===== config.mk =====
export PLATFORM = sky130hd
export DESIGN_NAME = race_score_bcd
export DESIGN_NICKNAME = d
export VERILOG_FILES = /design/src/rtl/race_pkg.sv /design/src/rtl/bcd4_add_sat.sv /design/src/rtl/race_score_bcd.sv
export SDC_FILE = /design/constraint.sdc
export NUM_CORES = 1
export LEC_CHECK = 0
export BUFFER_PORTS_ARGS = -buffer_cell sky130_fd_sc_hd__buf_2
export CORE_UTILIZATION = 50
export CTS_CLUSTER_SIZE = 16
export DETAILED_ROUTE_END_ITERATION = 8
export PLACE_DENSITY = 0.67
export SETUP_SLACK_MARGIN = 0.02
export SYNTH_ARGS = -nofsm -noshare
export SYNTH_HDL_FRONTEND = slang
export SYNTH_HIERARCHICAL = 1
export SYNTH_SLANG_ARGS = --single-unit

===== constraint.sdc =====
create_clock -name clock -period 6.5 [get_ports clock]
set_input_delay 1.625 -clock clock [delete_from_list [all_inputs] [get_ports clock]]
set_output_delay 1.625 -clock clock [all_outputs]
set_load 0.03 [all_outputs]

===== src/rtl/race_pkg.sv =====
// race_pkg: shared state encodings and BCD constants for the race score keeper.
package race_pkg;
    typedef enum logic [1:0] {
        IDLE = 2'd0,
        RUN  = 2'd1,
        OVER = 2'd2
    } state_t;
    localparam logic [15:0] BCD_MAX = 16'h9999;
    localparam int DIGIT_W = 4;
endpackage


===== src/rtl/bcd4_add_sat.sv =====
// bcd4_add_sat: 4-digit BCD add of a 0-2 increment, saturating at 9999.
module bcd4_add_sat
    import race_pkg::*;
(
    input  logic [15:0] val,
    input  logic [1:0]  inc,
    output logic [15:0] sum
);
    logic [4:0]  c;
    logic [4:0]  t;
    logic [15:0] s;
    always_comb begin
        c = {3'b0, inc};
        t = '0;
        s = '0;
        for (int i = 0; i < 4; i++) begin
            t = {1'b0, val[DIGIT_W*i +: DIGIT_W]} + c;
            s[DIGIT_W*i +: DIGIT_W] = (t > 5'd9) ? t[3:0] - 4'd10 : t[3:0];
            c = (t > 5'd9) ? 5'd1 : 5'd0;
        end
        // a carry out of the thousands digit means the true sum passed 9999
        sum = (c != 5'd0) ? BCD_MAX : s;
    end
endmodule


===== src/rtl/race_score_bcd.sv =====
// race_score_bcd: run/over FSM, survival tick counter, BCD score and session high score.
module race_score_bcd
    import race_pkg::*;
#(
    parameter int TICK_CYCLES = 50_000_000
) (
    input  logic        clock,
    input  logic        reset,
    input  logic        start,
    input  logic        crash,
    input  logic        point,
    output logic [15:0] score,
    output logic [15:0] hi_score,
    output logic        running,
    output logic        game_over,
    output logic        new_high
);
    localparam int CW = $clog2(TICK_CYCLES);
    state_t          state_q, state_d;
    logic [15:0]     score_q, score_d, hi_q, hi_d, sum;
    logic [CW-1:0]   tick_q, tick_d;
    logic            new_high_q, new_high_d, tick;
    logic [1:0]      inc;
    assign tick = (state_q == RUN) && (tick_q == CW'(TICK_CYCLES - 1));
    assign inc  = {point & tick, point ^ tick};
    bcd4_add_sat u_add (.val(score_q), .inc(inc), .sum(sum));
    always_comb begin
        state_d    = state_q;
        score_d    = score_q;
        hi_d       = hi_q;
        tick_d     = tick_q;
        new_high_d = 1'b0;
        if (state_q != RUN) begin
            if (start) begin
                state_d = RUN;
                score_d = '0;
                tick_d  = '0;
            end
        end else if (crash) begin
            // crash wins over a same-cycle increment; compare the pre-increment score
            state_d = OVER;
            if (score_q > hi_q) begin
                hi_d       = score_q;
                new_high_d = 1'b1;
            end
        end else begin
            score_d = sum;
            tick_d  = tick ? '0 : tick_q + CW'(1);
        end
    end
    always_ff @(posedge clock or posedge reset) begin
        if (reset) begin
            state_q    <= IDLE;
            score_q    <= '0;
            hi_q       <= '0;
            tick_q     <= '0;
            new_high_q <= 1'b0;
        end else begin
            state_q    <= state_d;
            score_q    <= score_d;
            hi_q       <= hi_d;
            tick_q     <= tick_d;
            new_high_q <= new_high_d;
        end
    end
    assign score     = score_q;
    assign hi_score  = hi_q;
    assign running   = (state_q == RUN);
    assign game_over = (state_q == OVER);
    assign new_high  = new_high_q;
endmodule


==> results of run 1 <==
## final cells by class
| type | instances | area (um2) |
|---|---|---|
| well taps | 105 | 131.4 |
| fillers | 713 | 3281 |
| inverters | 32 | 120.1 |
| clock inverters | 4 | 70.07 |
| clock buffers | 12 | 155.1 |
| multi-input cells | 385 | 2678 |
| repair buffers | 69 | 420.4 |
| flip-flops and latches | 61 | 1526 |
## routing by layer
metal / up-vias / GRT usage, % / routed length, um
met5: - / 0 / 0
met4: 0 / 11.07 / 240
met3: 16 / 3.949 / 377
met2: 99 / 42.38 / 5464
met1: 1983 / 32.79 / 5027
li1: 1971 / - / -
## metrics by stage
stage                     setup WS, ns  TNS [ns]  std cells  hold slack [ns]  power, uW
after floorplan                0.07284         0        507           0.4647      633.6
after detailed placement       -0.1775    -1.646        650           0.5051      714.5
after CTS                       0.1751         0        666           0.5228       1107
final                           0.3135         0        668           0.5185       1110
after global placement        -0.06607   -0.3191        650           0.4996      703.6
after global routing          -0.03715  -0.05865        668           0.5359       1171
## flip-flops by register name (all words and copies together) (netlist names)
register,count
tick_q,26
hi_score,16
score,16
new_high,1
state_q,2
## cells in the mapped netlist, types with 4 or more instances
master and number:
ha_1 29, nand2b_1 8, mux2i_1 6, nand4_1 25, a22o_1 17, nand2_1 64
o211ai_1 6, dfrtp_1 61, or2_1 4, nor2_1 36, o211ai_2 9, o21ai_0 15
and3_1 6, and4_1 4, clkbuf_1 10, nor2b_1 5, nor4_1 6, nand3_1 20
xnor2_1 10, a31oi_1 16, a21oi_1 23, inv_1 30, buf_2 13, a41oi_1 4
nor3_1 11, a21o_1 4, buf_6 6
## report_power, final
group	internal [uW]	switching (uW)
Sequential	396	17.6
Combinational	96.3	208
Clock	236	157
## critical path, stage by stage
cell,delay (ns)
buf_2,0.10
ha_1,0.27
ha_1,0.16
inv_1,0.06
fa_2,0.53
o211a_1,0.18
nor3_2,0.07
ha_1,0.22
ha_1,0.20
buf_4,0.16
nand2b_1,0.13
mux2i_1,0.17
nor2_1,0.08
ha_1,0.20
ha_1,0.31
and2b_2,0.26
o21bai_4,0.06
and3_1,0.18
ha_1,0.19
ha_1,0.32
o22a_1,0.24
a2bb2oi_4,0.21
a311o_1,0.30
a22o_1,0.19
## worst min-delay path by stage
| stage | depth (start not counted) | endpoint | slack [ns] |
|---|---|---|---|
| global placement | 1 | tick_q[15] | 0.50 |
| CTS | 1 | tick_q[15] | 0.52 |
| floorplan | 1 | tick_q[15] | 0.46 |
| finish | 2 | hi_score[8] | 0.52 |
| detailed placement | 1 | tick_q[15] | 0.51 |
| global route | 1 | tick_q[15] | 0.54 |
## kinds of logic after synthesis
logic type	Yosys count	share of synthesized area [%]
mux	8	1.863
buf+inv	61	6.550
compound gates	121	20.41
xor+xnor	12	2.372
simple gates	214	25.72
fa+ha+maj	30	8.639
flops	61	34.44
## what timing repair did
item                                    CTS  global route
buffers inserted                          0             2
endpoints found under the setup margin    0            14
gates resized for setup                   0            10
endpoints found under the hold margin     0             0
==> flow_summary.toml, run 1 <==
[placed_design]
io_buffers = 39
gp_congestion = 0.8453
dpl-instance-area_um2 = 4802
dp_hpwl_um = 7563

[critical_path]
criticalPathCategory = "in2reg"
cp.required_ns = 6.73
critPathCaptureType = "flip-flop"
cp_max_fo = 14
r2r-start = "tick_q[1]"
r2r_slack_ns = 0.36
arrival_ns = 6.42
crit_path_start_kind = "input pin"
crit_path_end = "score[3]"
r2r-end = "score[3]"
setup.worst_path.start = "point"
reg2reg_depth = 28

[clocking]
cts_sinks = 61
cts_htree_levels = 3
cts_tree = "done"
cts_made_buffers = 9
cts_buffer_depth = 2
ctsHoldBuffers = 0
root_buffer = "clkbuf_8"
clkLatencyLatePin_ns = 0.35
path_clk_slew_ns = 0.07

[die]
rows = 33
start_util_pct = 52.87
io_pins = 40
die_area_um2 = 9244
fp.dieH_um = 96.15
die_x_um = 96.15
core_area_um2 = 8382

[global_routing]
grt_pass1_vias = 3756
grt_usage_pct = 25.52
grt_max_degree = 62
grt-ovfl-total = 0
grt_pass1_wl_um = 17930
antenna_found_initial = 0

[sta]
hold_viol = 0
fin_skew_ns = 0.009130
maxSlewHeadroom_pct = 14.46
tightestPinTransition_ns = 1.283
min_period_over_period_pct = 95.18
finalMaxSlewViolations = 0
fin_crit_ns = 6.187
fmax_mhz = 161.6
setup_viol = 0

[cells_and_area]
final_core_util_pct = 60.86
n_antenna_cell = 0
final_common_cell = "nand2_1"
drive_above_1_share_pct = 22.56
area_growth_pct = 15.10
stdcell_area_um2 = 5101
fin_nets = 593
final_cell_mix = "nand2_1, dfrtp_1, buf_2"

[power]
p_per_area_nw_per_um2 = 217.7
leakagePower_uw = 0.002532
ir_drop_mv = 0.09171

[synth]
synth_warnings = 6
ys_async_sr_fraction_pct = 100.0
synth_edf_count = 0
yosys_register_bits = 61
synth_fp_nets = 542
synthCells = 507
synth_top_area_share_pct = 34.44
syn_area_um2 = 4432
yosysTopAreaCell = "dfrtp_1"
synthDistinctLibCells = 68
ys_dominant_reg_cell = "dfrtp_1"
seq_area_frac_synth_pct = 34.44
postSynthAreaPerCell_um2 = 8.741
synth_area_leaders = "dfrtp_1, ha_1, nand2_1"

[routing]
wl_per_cell_um = 16.63
vias_per_cell = 6.091
drc = 0
ant_nets = 0
first_pass_iters = 4
drt_iter0_drc = 182
drt-total-wl_um = 11110
vias = 4069

[min_path]
hold_start = "hi_score[8]"
min_path_type = "reg2reg"

[status]
status = "finished, final reports clean"

[run]
max_cap_viol_count = 0
(Power assumes the default switching activity.)
==> run 2: changes to the inputs <==
--- a/config.mk
+++ b/config.mk
@@ -6,10 +6,12 @@
 export NUM_CORES = 1
 export LEC_CHECK = 0
 export BUFFER_PORTS_ARGS = -buffer_cell sky130_fd_sc_hd__buf_2
-export CORE_UTILIZATION = 50
+export CELL_PAD_IN_SITES_DETAIL_PLACEMENT = 1
+export CELL_PAD_IN_SITES_GLOBAL_PLACEMENT = 1
+export CORE_UTILIZATION = 46
 export CTS_CLUSTER_SIZE = 16
 export DETAILED_ROUTE_END_ITERATION = 8
-export PLACE_DENSITY = 0.67
+export PLACE_DENSITY = 0.79
 export SETUP_SLACK_MARGIN = 0.02
 export SYNTH_ARGS = -nofsm -noshare
 export SYNTH_HDL_FRONTEND = slang
==> flow_summary.toml, run 2 (synthesis results as in run 1) <==
[clocking]
path_clk_slew_ns = 0.07
cts_made_buffers = 9
cts_tree = "done"
cts_htree_levels = 3
cts_sinks = 61
ctsHoldBuffers = 0
clkLatencyLatePin_ns = 0.35
cts_buffer_depth = 2
root_buffer = "clkbuf_8"

[placed_design]
dp_cells = 686
io_buffers = 39
dp_hpwl_um = 9000
gp_congestion = 0.8313
dpl-instance-area_um2 = 4922

[die]
rows = 35
fp.dieH_um = 100.2
die_x_um = 100.2
core_area_um2 = 9284
start_util_pct = 47.74
io_pins = 40
die_area_um2 = 10030

[critical_path]
cp.required_ns = 6.73
cp_max_fo = 14
crit_path_start_kind = "input pin"
critPathCaptureType = "flip-flop"
arrival_ns = 6.53
criticalPathCategory = "in2reg"

[sta]
maxSlewHeadroom_pct = 14.38
fmax_mhz = 158.8
tightestPinTransition_ns = 1.284
fin_skew_ns = 0.01713
hold_slack_ns = 0.5287
hold_viol = 0
min_period_over_period_pct = 96.91
finalMaxSlewViolations = 0
fin_crit_ns = 6.299
setup_viol = 0

[cells_and_area]
n_antenna_cell = 0
drive_above_1_share_pct = 24.08
area_growth_pct = 17.00
final.fill_count = 1128
regArea_um2 = 1526
multi_input_area_um2 = 2675
fin_nets = 604
top_register = "tick_q"
final_cell_mix = "nand2_1, dfrtp_1, buf_4"
largest_reg_flops = 26
stdcell_area_um2 = 5185
final_common_cell = "nand2_1"
layout.cells.non_filler = 702
final_core_util_pct = 55.85

[routing]
drt-total-wl_um = 13270
ant_nets = 0
vias_per_cell = 6.054
drc = 0
vias = 4250
drt_iter0_drc = 154
first_pass_iters = 4
wl_per_cell_um = 18.91

[power]
p_total_uw = 1093
leakagePower_uw = 0.002557
ir_drop_mv = 0.1205
p_per_area_nw_per_um2 = 210.7

[global_routing]
grt_pass1_wl_um = 21760
grt_pass1_vias = 4481
grt-ovfl-total = 0
grt_max_degree = 62
grt_usage_pct = 27.66
antenna_found_initial = 0

[min_path]
min_path_type = "reg2reg"

[run]
max_cap_viol_count = 0

[status]
status = "finished, final reports clean"
-- run 2: layout make-up --
cell class	count	area share [%]
clock buffers	11	2.920
multi-input cells	385	51.59
well taps	129	3.113
clock inverters	4	0.9170
inverters	32	2.317
repair buffers	80	9.701
flip-flops and latches	61	29.44
-- run 2: stage by stage --
| step | TNS (ns) | worst slack, ns |
|---|---|---|
| floorplan | 0 | 0.07284 |
| global placement | -0.6716 | -0.1034 |
| detailed placement | -4.371 | -0.3696 |
| CTS | 0 | 0.02344 |
| global route | -0.02828 | -0.01654 |
| finish | 0 | 0.2011 |
-- run 2: final timing paths --
path,cells past startpoint,slack (ns),endpoint,startpoint
worst max-delay path,24,0.20,score[11],point
worst min-delay path,1,0.53,tick_q[15],tick_q[15]
worst max register to register,27,0.29,score[11],tick_q[0]
worst min register to register,1,0.53,tick_q[15],tick_q[15]
max in group asynchronous,3,4.41,tick_q[12],reset
min in group asynchronous,3,1.49,hi_score[2],reset
-- run 2: worst max-delay path, stage by stage --
cell	delay (ns)
buf_2	0.10
ha_1	0.27
ha_1	0.17
inv_1	0.06
fa_2	0.53
o211a_1	0.19
nor3_2	0.07
ha_2	0.19
ha_1	0.20
buf_4	0.15
nand2b_1	0.14
mux2i_1	0.19
nor2_1	0.08
ha_1	0.23
ha_4	0.30
and2b_2	0.22
o21bai_1	0.15
and3_1	0.18
ha_2	0.22
ha_1	0.29
o22a_1	0.26
a2bb2oi_4	0.21
a311o_1	0.30
a22o_1	0.21
-- run 2: timing repair --
action | 4_1_cts | 5_1_grt
endpoints found under the setup margin | 4 | 14
setup buffers | 0 | 1
pin swaps | 0 | 1
endpoints found under the hold margin | 0 | 0
resized for setup | 1 | 9
-- run 2: where the power goes --
group / internal (uW) / switching, uW
Combinational: 95.6 / 222
Clock: 195 / 169
Sequential: 395 / 16.2
-- run 2: metal layers --
metal,wire (um),track usage (%)
met1,5548,31.35
met2,6997,51.79
met3,360,2.925
met4,367,12.93
met5,0,0
==> run 3: changes to the inputs <==
--- a/config.mk
+++ b/config.mk
@@ -11,7 +11,7 @@
 export CORE_UTILIZATION = 46
 export CTS_CLUSTER_SIZE = 16
 export DETAILED_ROUTE_END_ITERATION = 8
-export PLACE_DENSITY = 0.79
+export PLACE_DENSITY = 0.85
 export SETUP_SLACK_MARGIN = 0.02
 export SYNTH_ARGS = -nofsm -noshare
 export SYNTH_HDL_FRONTEND = slang
==> flow_summary.toml, run 3 (synthesis results as in run 1) <==
[placed_design]
dpl-instance-area_um2 = 4892
io_buffers = 39
dp_cells = 682
dp_hpwl_um = 9199
gp_congestion = 0.8314

[min_path]
hold_start = "hi_score[2]"
hold_depth = 2
min_path_type = "reg2reg"
min_to = "hi_score[2]"

[routing]
vias = 4246
drt-total-wl_um = 13160
drt_iter0_drc = 140
ant_nets = 0
drc = 0
wl_per_cell_um = 18.82
vias_per_cell = 6.074
first_pass_iters = 4

[clocking]
cts_made_buffers = 9
cts_tree = "done"
root_buffer = "clkbuf_8"
cts_buffer_depth = 2
clkLatencyLatePin_ns = 0.35
cts_htree_levels = 3
ctsHoldBuffers = 0
path_clk_slew_ns = 0.08
cts_sinks = 61

[power]
p_per_area_nw_per_um2 = 201.9
ir_drop_mv = 0.1089
leakagePower_uw = 0.002538

[sta]
hold_viol = 0
tns_ns = 0
setup_viol = 0
finalMaxSlewViolations = 0
maxSlewHeadroom_pct = 13.84
fmax_mhz = 157.5
tightestPinTransition_ns = 1.292
min_period_over_period_pct = 97.70
fin_crit_ns = 6.351
fin_skew_ns = 0.01257

[status]
status = "finished, final reports clean"

[cells_and_area]
fin_nets = 600
final_cell_mix = "nand2_1, dfrtp_1, buf_2"
largest_reg_flops = 26
n_antenna_cell = 0
top_register = "tick_q"
layout.cells.non_filler = 699
final_common_cell = "nand2_1"
drive_above_1_share_pct = 24.04
area_growth_pct = 16.15
stdcell_area_um2 = 5147

[critical_path]
cp.required_ns = 6.74
arrival_ns = 6.59
criticalPathCategory = "in2reg"
r2r-start = "tick_q[0]"
critPathCaptureType = "flip-flop"
r2r-end = "score[7]"
r2r_slack_ns = 0.19
cp_max_fo = 14
crit_path_start_kind = "input pin"
reg2reg_depth = 28

[die]
die_x_um = 100.2
start_util_pct = 47.74
io_pins = 40
die_area_um2 = 10030
rows = 35
fp.dieH_um = 100.2
core_area_um2 = 9284

[global_routing]
antenna_found_initial = 0
grt-ovfl-total = 0
grt_pass1_wl_um = 21860
grt_usage_pct = 27.75
grt_pass1_vias = 4489
grt_max_degree = 62

[run]
max_cap_viol_count = 0
[run 3: cell count changes in the layout (fill, tap and decap cells not counted), sizes merged]
cell,delta
clkinv,+2
clkbuf,-1
clkinvlp,+1
bufinv,-1
buf,-4
[run 3: worst max-delay path, stage by stage]
cell       delay, ns
buf_2           0.10
ha_1            0.28
ha_1            0.21
inv_1           0.08
fa_2            0.44
o211a_1         0.15
nor3_2          0.23
ha_2            0.23
ha_1            0.18
buf_4           0.15
nand2b_1        0.10
mux2i_1         0.10
nor2_1          0.17
ha_1            0.23
buf_4           0.15
nand2_4         0.05
or3_1           0.42
and3_1          0.18
ha_2            0.20
ha_1            0.34
o22a_1          0.25
a2bb2oi_4       0.21
a311o_1         0.31
a22o_1          0.20
[run 3: final cells by class]
cell class	count	area (um2)
Multi-Input combinational cell	385	2690
Timing Repair Buffer	76	473.0
Clock buffer	10	137.6
Fill cell	1141	4136
Tap cell	129	161.4
Clock inverter	6	38.79
Sequential cell	61	1526
Inverter	32	120.1
[run 3: stage by stage]
step | util (%) | power, uW | hold slack [ns] | setup slack, ns
finish | 55.44 | 1039 | 0.5359 | 0.1493
global route | 55.44 | 1100 | 0.5556 | -0.04393
CTS | 54.77 | 1046 | 0.5342 | 0.1106
detailed placement | 52.70 | 730.5 | 0.5140 | -0.3618
global placement | 52.70 | 710.9 | 0.4964 | -0.09978
floorplan | - | 633.6 | 0.4647 | 0.07284
[run 3: how the worst max path moves through the flow]
stage              start         to  slack [ns]  cells after the start
4_1_cts            point   score[7]        0.11                     23
5_1_grt        tick_q[1]   score[7]       -0.04                     28
6_report           point   score[7]        0.15                     24
3_3_place_gp       point   score[5]        -0.1                     23
3_5_place_dp       point   score[5]       -0.36                     23
2_1_floorplan      point  score[12]        0.07                     24
[run 3: timing repair]
action | 4_1_cts | 5_1_grt
gates cloned | 0 | 0
setup buffers | 0 | 1
setup endpoints to repair | 2 | 14
pin swaps | 0 | 1
gates resized for setup | 2 | 12
[run 3: power breakdown]
part | internal (uW) | switching [uW]
sequential | 395 | 15.5
combinational | 95.6 | 218
clock | 147 | 167
total | 638 | 401
[run 3: layer usage]
metal  global-route usage (%)  share of wire (%)  wire length [um]
met5                        0                  0                 0
met4                    12.93                2.7               357
met1                    31.92                 42              5487
met2                    51.26                 53              6989
met3                    3.134                2.4               321
